--- config.mk ---
export PLATFORM = sky130hd
export DESIGN_NAME = input_conditioner_flat
export DESIGN_NICKNAME = d
export VERILOG_FILES = /design/src/rtl/input_conditioner_if.sv /design/src/rtl/input_conditioner.sv /design/src/flat_wrapper.sv
export SDC_FILE = /design/constraint.sdc
export NUM_CORES = 1
export LEC_CHECK = 0
export BUFFER_PORTS_ARGS = -buffer_cell sky130_fd_sc_hd__clkbuf_2
export CAP_MARGIN = 20
export CORE_ASPECT_RATIO = 0.75
export CORE_UTILIZATION = 57
export DETAILED_ROUTE_END_ITERATION = 10
export PLACE_DENSITY = 0.74
export SLEW_MARGIN = 20
export SYNTH_ARGS = -nofsm -noshare
export SYNTH_HDL_FRONTEND = slang
export SYNTH_SLANG_ARGS = --single-unit
--- constraint.sdc ---
create_clock -name clk -period 5.1 [get_ports clk]
set_clock_uncertainty 0.2 [all_clocks]
set_input_delay 0.765 -clock clk [delete_from_list [all_inputs] [get_ports clk]]
set_output_delay 0.765 -clock clk [all_outputs]
set_load 0.01 [all_outputs]
--- src/rtl/input_conditioner_if.sv ---
// Pushbutton conditioner bus: raw pad inputs and repeat enables in, debounced level and event pulses out.
interface input_conditioner_if #(
    parameter int CHANNELS = 4
);
    logic [CHANNELS-1:0] raw_in;
    logic [CHANNELS-1:0] repeat_en;
    logic [CHANNELS-1:0] level;
    logic [CHANNELS-1:0] press;
    // "release" is a reserved word in SystemVerilog
    logic [CHANNELS-1:0] release_pulse;
    logic [CHANNELS-1:0] strobe;

    modport master (
        output raw_in, repeat_en,
        input  level, press, release_pulse, strobe
    );

    modport slave (
        input  raw_in, repeat_en,
        output level, press, release_pulse, strobe
    );
endinterface

--- src/rtl/input_conditioner.sv ---
// Per-channel pushbutton conditioning: polarity, synchroniser, tick debouncer,
// press/release pulses and an auto-repeat strobe for held keys.
//
// state | meaning
// IDLE  | key up, or held with repeat disabled
// DELAY | held, waiting REPEAT_DELAY ticks for the first repeat
// RATE  | held, repeating every REPEAT_RATE ticks
module input_conditioner #(
    parameter int                  CHANNELS       = 4,
    parameter int                  SYNC_STAGES    = 2,
    parameter logic [CHANNELS-1:0] INVERT_MASK    = '1,
    parameter int                  PRESCALE       = 250,
    parameter int                  DEBOUNCE_TICKS = 200,
    parameter int                  REPEAT_DELAY   = 40000,
    parameter int                  REPEAT_RATE    = 8000
) (
    input logic                 clk,
    input logic                 reset,
    input_conditioner_if.slave  bus
);
    localparam int PW   = (PRESCALE > 1) ? $clog2(PRESCALE) : 1;
    localparam int DW   = $clog2(DEBOUNCE_TICKS + 1);
    localparam int RMAX = (REPEAT_DELAY > REPEAT_RATE) ? REPEAT_DELAY : REPEAT_RATE;
    localparam int RW   = $clog2(RMAX + 1);

    typedef enum logic [1:0] {IDLE, DELAY, RATE} rep_state_t;

    logic [PW-1:0]       pcnt;
    logic                tick;
    logic [CHANNELS-1:0] level_v, press_v, release_v, strobe_v;

    assign tick = (pcnt == PW'(PRESCALE - 1));

    always_ff @(posedge clk) begin
        if (reset)     pcnt <= '0;
        else if (tick) pcnt <= '0;
        else           pcnt <= pcnt + PW'(1);
    end

    for (genvar g = 0; g < CHANNELS; g++) begin : g_ch
        logic [SYNC_STAGES-1:0] sync_q;
        logic                   s;
        logic [DW-1:0]          dcnt;
        logic                   level_q, press_q, release_q, strobe_q, strobe_d;
        logic                   flip, rise;
        logic [RW-1:0]          rcnt_q, rcnt_d;
        rep_state_t             state_q, state_d;

        always_ff @(posedge clk) begin
            if (reset) sync_q <= '0;
            else       sync_q <= {sync_q[SYNC_STAGES-2:0], bus.raw_in[g] ^ INVERT_MASK[g]};
        end
        assign s = sync_q[SYNC_STAGES-1];

        // flip is the cycle the debounced level takes the synchronised value
        assign flip = (s != level_q) && tick && (dcnt == DW'(DEBOUNCE_TICKS - 1));
        assign rise = flip & s;

        always_ff @(posedge clk) begin
            if (reset) begin
                level_q   <= 1'b0;
                press_q   <= 1'b0;
                release_q <= 1'b0;
                dcnt      <= '0;
            end else begin
                press_q   <= flip & s;
                release_q <= flip & ~s;
                if (s == level_q) begin
                    dcnt <= '0;
                end else if (flip) begin
                    level_q <= s;
                    dcnt    <= '0;
                end else if (tick) begin
                    dcnt <= dcnt + DW'(1);
                end
            end
        end

        always_ff @(posedge clk) begin
            if (reset) begin
                state_q  <= IDLE;
                rcnt_q   <= '0;
                strobe_q <= 1'b0;
            end else begin
                state_q  <= state_d;
                rcnt_q   <= rcnt_d;
                strobe_q <= strobe_d;
            end
        end

        always_comb begin
            state_d = state_q;
            case (state_q)
                IDLE:    if (rise && bus.repeat_en[g]) state_d = DELAY;
                DELAY: begin
                    if (!level_q || !bus.repeat_en[g])
                        state_d = IDLE;
                    else if (tick && rcnt_q == RW'(REPEAT_DELAY - 1))
                        state_d = RATE;
                end
                RATE:    if (!level_q || !bus.repeat_en[g]) state_d = IDLE;
                default: state_d = IDLE;
            endcase
        end

        // strobe is registered so the press strobe lines up with press/level
        always_comb begin
            strobe_d = 1'b0;
            rcnt_d   = rcnt_q;
            case (state_q)
                IDLE: begin
                    strobe_d = rise;
                    rcnt_d   = '0;
                end
                DELAY: begin
                    if (!level_q || !bus.repeat_en[g]) begin
                        rcnt_d = '0;
                    end else if (tick) begin
                        if (rcnt_q == RW'(REPEAT_DELAY - 1)) begin
                            strobe_d = 1'b1;
                            rcnt_d   = '0;
                        end else begin
                            rcnt_d = rcnt_q + RW'(1);
                        end
                    end
                end
                RATE: begin
                    if (!level_q || !bus.repeat_en[g]) begin
                        rcnt_d = '0;
                    end else if (tick) begin
                        if (rcnt_q == RW'(REPEAT_RATE - 1)) begin
                            strobe_d = 1'b1;
                            rcnt_d   = '0;
                        end else begin
                            rcnt_d = rcnt_q + RW'(1);
                        end
                    end
                end
                default: rcnt_d = '0;
            endcase
        end

        assign level_v[g]   = level_q;
        assign press_v[g]   = press_q;
        assign release_v[g] = release_q;
        assign strobe_v[g]  = strobe_q;
    end

    assign bus.level         = level_v;
    assign bus.press         = press_v;
    assign bus.release_pulse = release_v;
    assign bus.strobe        = strobe_v;
endmodule

--- src/flat_wrapper.sv ---
// flat-port wrapper written by rule: the top's interface ports become plain ports
module input_conditioner_flat 
#(
    parameter int                  CHANNELS       = 4,
    parameter int                  SYNC_STAGES    = 2,
    parameter logic [CHANNELS-1:0] INVERT_MASK    = '1,
    parameter int                  PRESCALE       = 250,
    parameter int                  DEBOUNCE_TICKS = 200,
    parameter int                  REPEAT_DELAY   = 40000,
    parameter int                  REPEAT_RATE    = 8000
)
  (clk, reset, bus_raw_in, bus_repeat_en, bus_level, bus_press, bus_release_pulse, bus_strobe);
  input_conditioner_if #(.CHANNELS(CHANNELS)) bus_i ();
  input logic clk;
  input logic reset;
  input wire logic [$bits(bus_i.raw_in)-1:0] bus_raw_in;
  input wire logic [$bits(bus_i.repeat_en)-1:0] bus_repeat_en;
  output wire logic [$bits(bus_i.level)-1:0] bus_level;
  output wire logic [$bits(bus_i.press)-1:0] bus_press;
  output wire logic [$bits(bus_i.release_pulse)-1:0] bus_release_pulse;
  output wire logic [$bits(bus_i.strobe)-1:0] bus_strobe;
  assign bus_i.raw_in = bus_raw_in;
  assign bus_i.repeat_en = bus_repeat_en;
  assign bus_level = bus_i.level;
  assign bus_press = bus_i.press;
  assign bus_release_pulse = bus_i.release_pulse;
  assign bus_strobe = bus_i.strobe;
  input_conditioner #(.CHANNELS(CHANNELS), .SYNC_STAGES(SYNC_STAGES), .INVERT_MASK(INVERT_MASK), .PRESCALE(PRESCALE), .DEBOUNCE_TICKS(DEBOUNCE_TICKS), .REPEAT_DELAY(REPEAT_DELAY), .REPEAT_RATE(REPEAT_RATE)) u_core (.clk(clk), .reset(reset), .bus(bus_i));
endmodule
Word-level counts from Yosys, hierarchy flattened. Cells that the tools add are included.

Add/sub/neg operators: 9. Equality and inequality tests: 49. Mux-type cells: 76. Bitwise logic cells: 20. Reductions and logical operators: 49.

Operator list (count): 2-to-1 mux 16 bit (24); case mux 16 bit (2 select lines) (4); adder 16 x 1 -> 16 bit, second input constant (4); equality test 16 x 13 -> 1 bit, second input constant (4); equality test 16 bit, second input constant (4); adder 8 x 1 -> 8 bit, second input constant (5); equality test 8 bit, second input constant (5); inequality test 3 x 1 -> 1 bit, second input constant (12); 2-to-1 mux 2 bit (16); 2-to-1 mux 1 bit (24); case mux 2 bit (3 select lines) (4); logical AND 1 bit (16); inequality test 2 x 1 -> 1 bit, second input constant (8); AND reduction 2 bit (8); NOT 1 bit (12); case mux 1 bit (3 select lines) (4); AND reduction 3 bit (4); OR reduction 3 bit (4); AND 1 bit (8); equality test 2 x 1 -> 1 bit, second input constant (4); equality test 2 bit, second input constant (4); logical NOT 1 bit (8); logical NOT 2 bit (4); equality test 1 bit (4); other kinds (3) (9).

Register bits: 136. Input bits: 10. Output and inout bits: 16. Word-level logic and storage cells: 236.

Logic depth before layout (Yosys ltp).
Word-level depth: 7. Gate-level depth with buffers: 9. Gate-level depth less buffers: 7.

Least setup slack after synthesis. Ideal clock, no wire load.

Kind: reg-to-reg. Start: reg u_core.g_ch[1].rcnt_q[6]. End: reg u_core.g_ch[1].rcnt_q[10]. Setup time: 115 ps. Arrival time: 1875 ps. Data required time: 4785 ps. Setup slack: 2911 ps. Cell stages (with the launch flop): 7. Path buffers: 1. Clock period less this slack: 2189 ps. Path through: dfxtp_1 -> or4_4 -> nor4_4 -> a21oi_1 -> o31ai_4 -> buf_6 -> nor2_1.

Longest elaborated chain between the ends: 5. Elaborated cells between the ends (all ways): 10. Those cells by class: add/sub (1); eq/ne (2); mux (7).

RTL lines: start, declared (RTL line input_conditioner.sv:46) `logic [RW-1:0] rcnt_q, rcnt_d;`; start signal, assigned (RTL line input_conditioner.sv:86) `rcnt_q <= rcnt_d;`; adder 16 x 1 -> 16 bit (tied with other cells) (RTL line input_conditioner.sv:123, input_conditioner.sv:135); 2-to-1 mux 16 bit (on tied branches) (RTL line input_conditioner.sv:131, input_conditioner.sv:119); 2-to-1 mux 16 bit (on tied branches) (RTL line input_conditioner.sv:130, input_conditioner.sv:118); 2-to-1 mux 16 bit (on tied branches) (RTL line input_conditioner.sv:128, input_conditioner.sv:116); case mux 16 bit (2 select lines) * (RTL line input_conditioner.sv:110) `case (state_q)`.

Mark *: on every way between the ends. The rest lies on a longest branch, timed or not. The select of a mux whose other input is x is not followed. A chain may end at the register's enable or synchronous reset.

Final worst setup path.
Start: reg u_core.pcnt[3]. End: reg u_core.g_ch[3].strobe_q.

Longest elaborated chain between the ends: 5. Elaborated cells between the ends (all ways): 9. Those cells by class: eq/ne (1); mux (5); bitwise (1); reduce/logical (2).

RTL lines: start, declared (RTL line input_conditioner.sv:28) `logic [PW-1:0] pcnt;`; start signal, assigned (RTL line input_conditioner.sv:37) `else pcnt <= pcnt + PW'(1);`; equality test 8 bit * (RTL line input_conditioner.sv:32) `assign tick = (pcnt == PW'(PRESCALE - 1));`; logical AND 1 bit (2 in a row) (RTL line input_conditioner.sv:56) `assign flip = (s != level_q) && tick && (dcnt == DW'(DEBOUNCE_TICKS - 1));`; AND 1 bit (RTL line input_conditioner.sv:57) `assign rise = flip & s;`; case mux 1 bit (3 select lines) * (RTL line input_conditioner.sv:110); end signal, assigned (RTL line input_conditioner.sv:87) `strobe_q <= strobe_d;`; end, declared (RTL line input_conditioner.sv:44) `logic level_q, press_q, release_q, strobe_q, strobe_d;`.

Mark *: on every way between the ends. The rest lies on a longest branch, timed or not.

==> results.json <==
{
  "seq_area_frac_synth_pct": 40.9,
  "grt_pass1_wl_um": 23200,
  "grt_use_met3_pct": 6.40,
  "rsz0062_at_grt": "false",
  "cts_made_buffers": 17,
  "num_antenna_cells": 0,
  "yosysTopAreaCellShare_pct": 40.9,
  "hold_ws_ns": 0.237,
  "die_w_um": 127,
  "grt_usage_pct": 24.0,
  "area_delta_synth_final_pct": 9.51,
  "drv_slew": 0,
  "fin_area_um2": 7290,
  "worstSetupPathType": "reg -> reg",
  "dpl.hpwl_um": 9070,
  "start_util_pct": 59.7,
  "synth_cell_type_count": 61,
  "nFillCells": 941,
  "async_reset_ff_share_pct": 0,
  "yosysWarnings": 0,
  "clk_path_buf_depth": 2,
  "die_height_um": 95.6,
  "grt_pass1_vias": 4923,
  "clock-sinks": 136,
  "die-area_um2": 12100,
  "final-hold-violation-count": 0,
  "via_count": 5366,
  "required_ns": 5.23,
  "p_leak_nw": 2.42,
  "cts_max_level": 4,
  "end_kind": "flop",
  "rows": 33,
  "layout_min_cycle_time_ns": 2.72,
  "wl_per_cell_um": 14.8,
  "synth_ff_type": "dfxtp_1",
  "vias_per_cell": 5.86,
  "synthTopCellsByArea": "dfxtp_1 41%, xnor2_1 7.1%, nor2_1 5.4%, ha_1 4.9%, xor2_1 4.9%",
  "antenna_found_initial": 0,
  "cp.arrival_ns": 2.86,
  "startpoint": "u_core.pcnt[3]",
  "syn_inst": 757,
  "synth.avg_cell_area_um2": 8.79,
  "synth_common_cells": "136 x dfxtp_1, 96 x nor2_1, 68 x nand2_1",
  "min-delay-start": "u_core.g_ch[0].sync_q[0]",
  "post_cts_buffers": 0,
  "pin_count": 26,
  "core-area_um2": 11100,
  "gpl.final_weighted_congestion": 0.850,
  "r2r-start": "u_core.pcnt[3]",
  "postPlaceCellArea_um2": 6740,
  "syn-num-nets": 793,
  "drive_gt1_share_pct": 9.92,
  "cts_tree": "built",
  "powerDensity_nw_per_um2": 306,
  "grt_max_degree": 61,
  "use_met1_pct": 31.9,
  "port_buffers": 25,
  "final_util_pct": 65.4,
  "synth.most_common_cell": "dfxtp_1",
  "ir_drop_mv": 0.239,
  "multi_input_area_um2": 3640,
  "cts_hold_buf": 0,
  "cts-root-buf": "clkbuf_16",
  "status": "completed",
  "wirelength_um": 13600,
  "first_iter_violations": 371,
  "fmax_mhz": 367,
  "grt_use_met2_pct": 38.8,
  "synth-edff-count": 0,
  "dr.pass1.iters": 4,
  "drc": 0,
  "hold_class": "reg -> reg",
  "synth_seq_cells": 136,
  "busiest_layer": "met2",
  "clk-insertion-delay-late_ns": 0.41,
  "path_max_fanout": 26,
  "tns_ns": 0,
  "clkTransAtPathRegs_ns": 0.06,
  "setup_viol": 0,
  "grt.overflow.total": 0,
  "synth_area_leader_cell": "dfxtp_1",
  "fin_nets": 800,
  "drv_cap": 0,
  "ant_nets": 0,
  "relSlewSlack_pct": 33.8,
  "worst_pin_slew_ns": 0.992,
  "seq_area_um2": 2720,
  "period_share_pct": 53.4,
  "critPathLaunchType": "flop",
  "netlist_area_um2": 6660,
  "cts_resized": 0
}
## layout make-up
cell class,instances,share of cell area [%]
clock inverter,9,1.05
multi-input combinational,562,49.9
sequential,136,37.3
inverter,20,1.03
tap,140,2.40
timing repair buffer,27,1.92
clock buffer,22,6.37
## critical path: stages (launching register included)
cell	delay, ns
dfxtp_1	0.41
nand4_1	0.27
nor2_2	0.65
buf_4	0.42
nand2_1	0.07
or3_1	0.39
a211oi_2	0.22
## state kept, by name, summed over array words and instances (netlist names)
register / flops
u_core.g_ch.strobe_q: 4
u_core.pcnt: 8
u_core.g_ch.press_q: 4
u_core.g_ch.rcnt_q: 64
u_core.g_ch.sync_q: 8
u_core.g_ch.level_q: 4
u_core.g_ch.release_q: 4
u_core.g_ch.dcnt: 32
u_core.g_ch.state_q: 8
## path summary, 6_finish.rpt
check | slack, ns | cells after the start | to
worst max-delay path | 2.38 | 6 | u_core.g_ch[3].strobe_q
worst min register to register | 0.24 | 1 | u_core.g_ch[0].sync_q[1]
worst max register to register | 2.38 | 6 | u_core.g_ch[3].strobe_q
worst min-delay path | 0.24 | 1 | u_core.g_ch[0].sync_q[1]
## stage by stage
stage          total power, mW  worst slack, ns  std cells
2_1_floorplan             1.11             2.91        757
4_1_cts                   2.25             2.09        916
6_report                  2.23             2.38        916
3_5_place_dp              1.12             2.11        885
5_1_grt                   2.30             2.15        916
3_3_place_gp              1.12             2.26        885
## power by group
group          internal, mW  switching (mW)  leakage, nW
sequential             1.07         0.00372         1.10
clock                 0.688           0.445        0.269
combinational       0.00849          0.0188         1.05
total                  1.76           0.467         2.42
## logic make-up after synthesis
logic type | after synthesis | synth area share, %
AND/OR/NAND/NOR | 366 | 28.8
flip-flops | 136 | 40.9
XOR/XNOR | 91 | 12.0
AO/OA/AOI/OAI | 76 | 8.38
buffers and inverters | 59 | 4.60
adder cells (fa/ha/maj) | 26 | 4.89
multiplexers | 3 | 0.451
## routing by layer
metal	wire [um]	up-vias
met5	0	-
met4	121	0
met3	663	15
met2	6110	142
met1	6700	2535
li1	-	2674
## layout by cell type, fill, tap and decap left out, types with 5 or more instances in the layout
cell type and n:
nor3b_1 7, inv_1 20, nand2_1 68, and3_1 9, xor2_1 37, nand3_1 34
nor4_1 12, and4_1 14, or3_1 6, nand2b_1 5, dfxtp_1 136, nor2b_1 5
clkbuf_2 25, clkbuf_16 17, nor2_1 95, nand4_1 34, a211oi_1 8, xnor2_1 54
nor4b_1 8, a21oi_1 25, clkinv_2 6, ha_1 26, nor3_1 50
No activity file was read; power rests on OpenSTA's default activity.
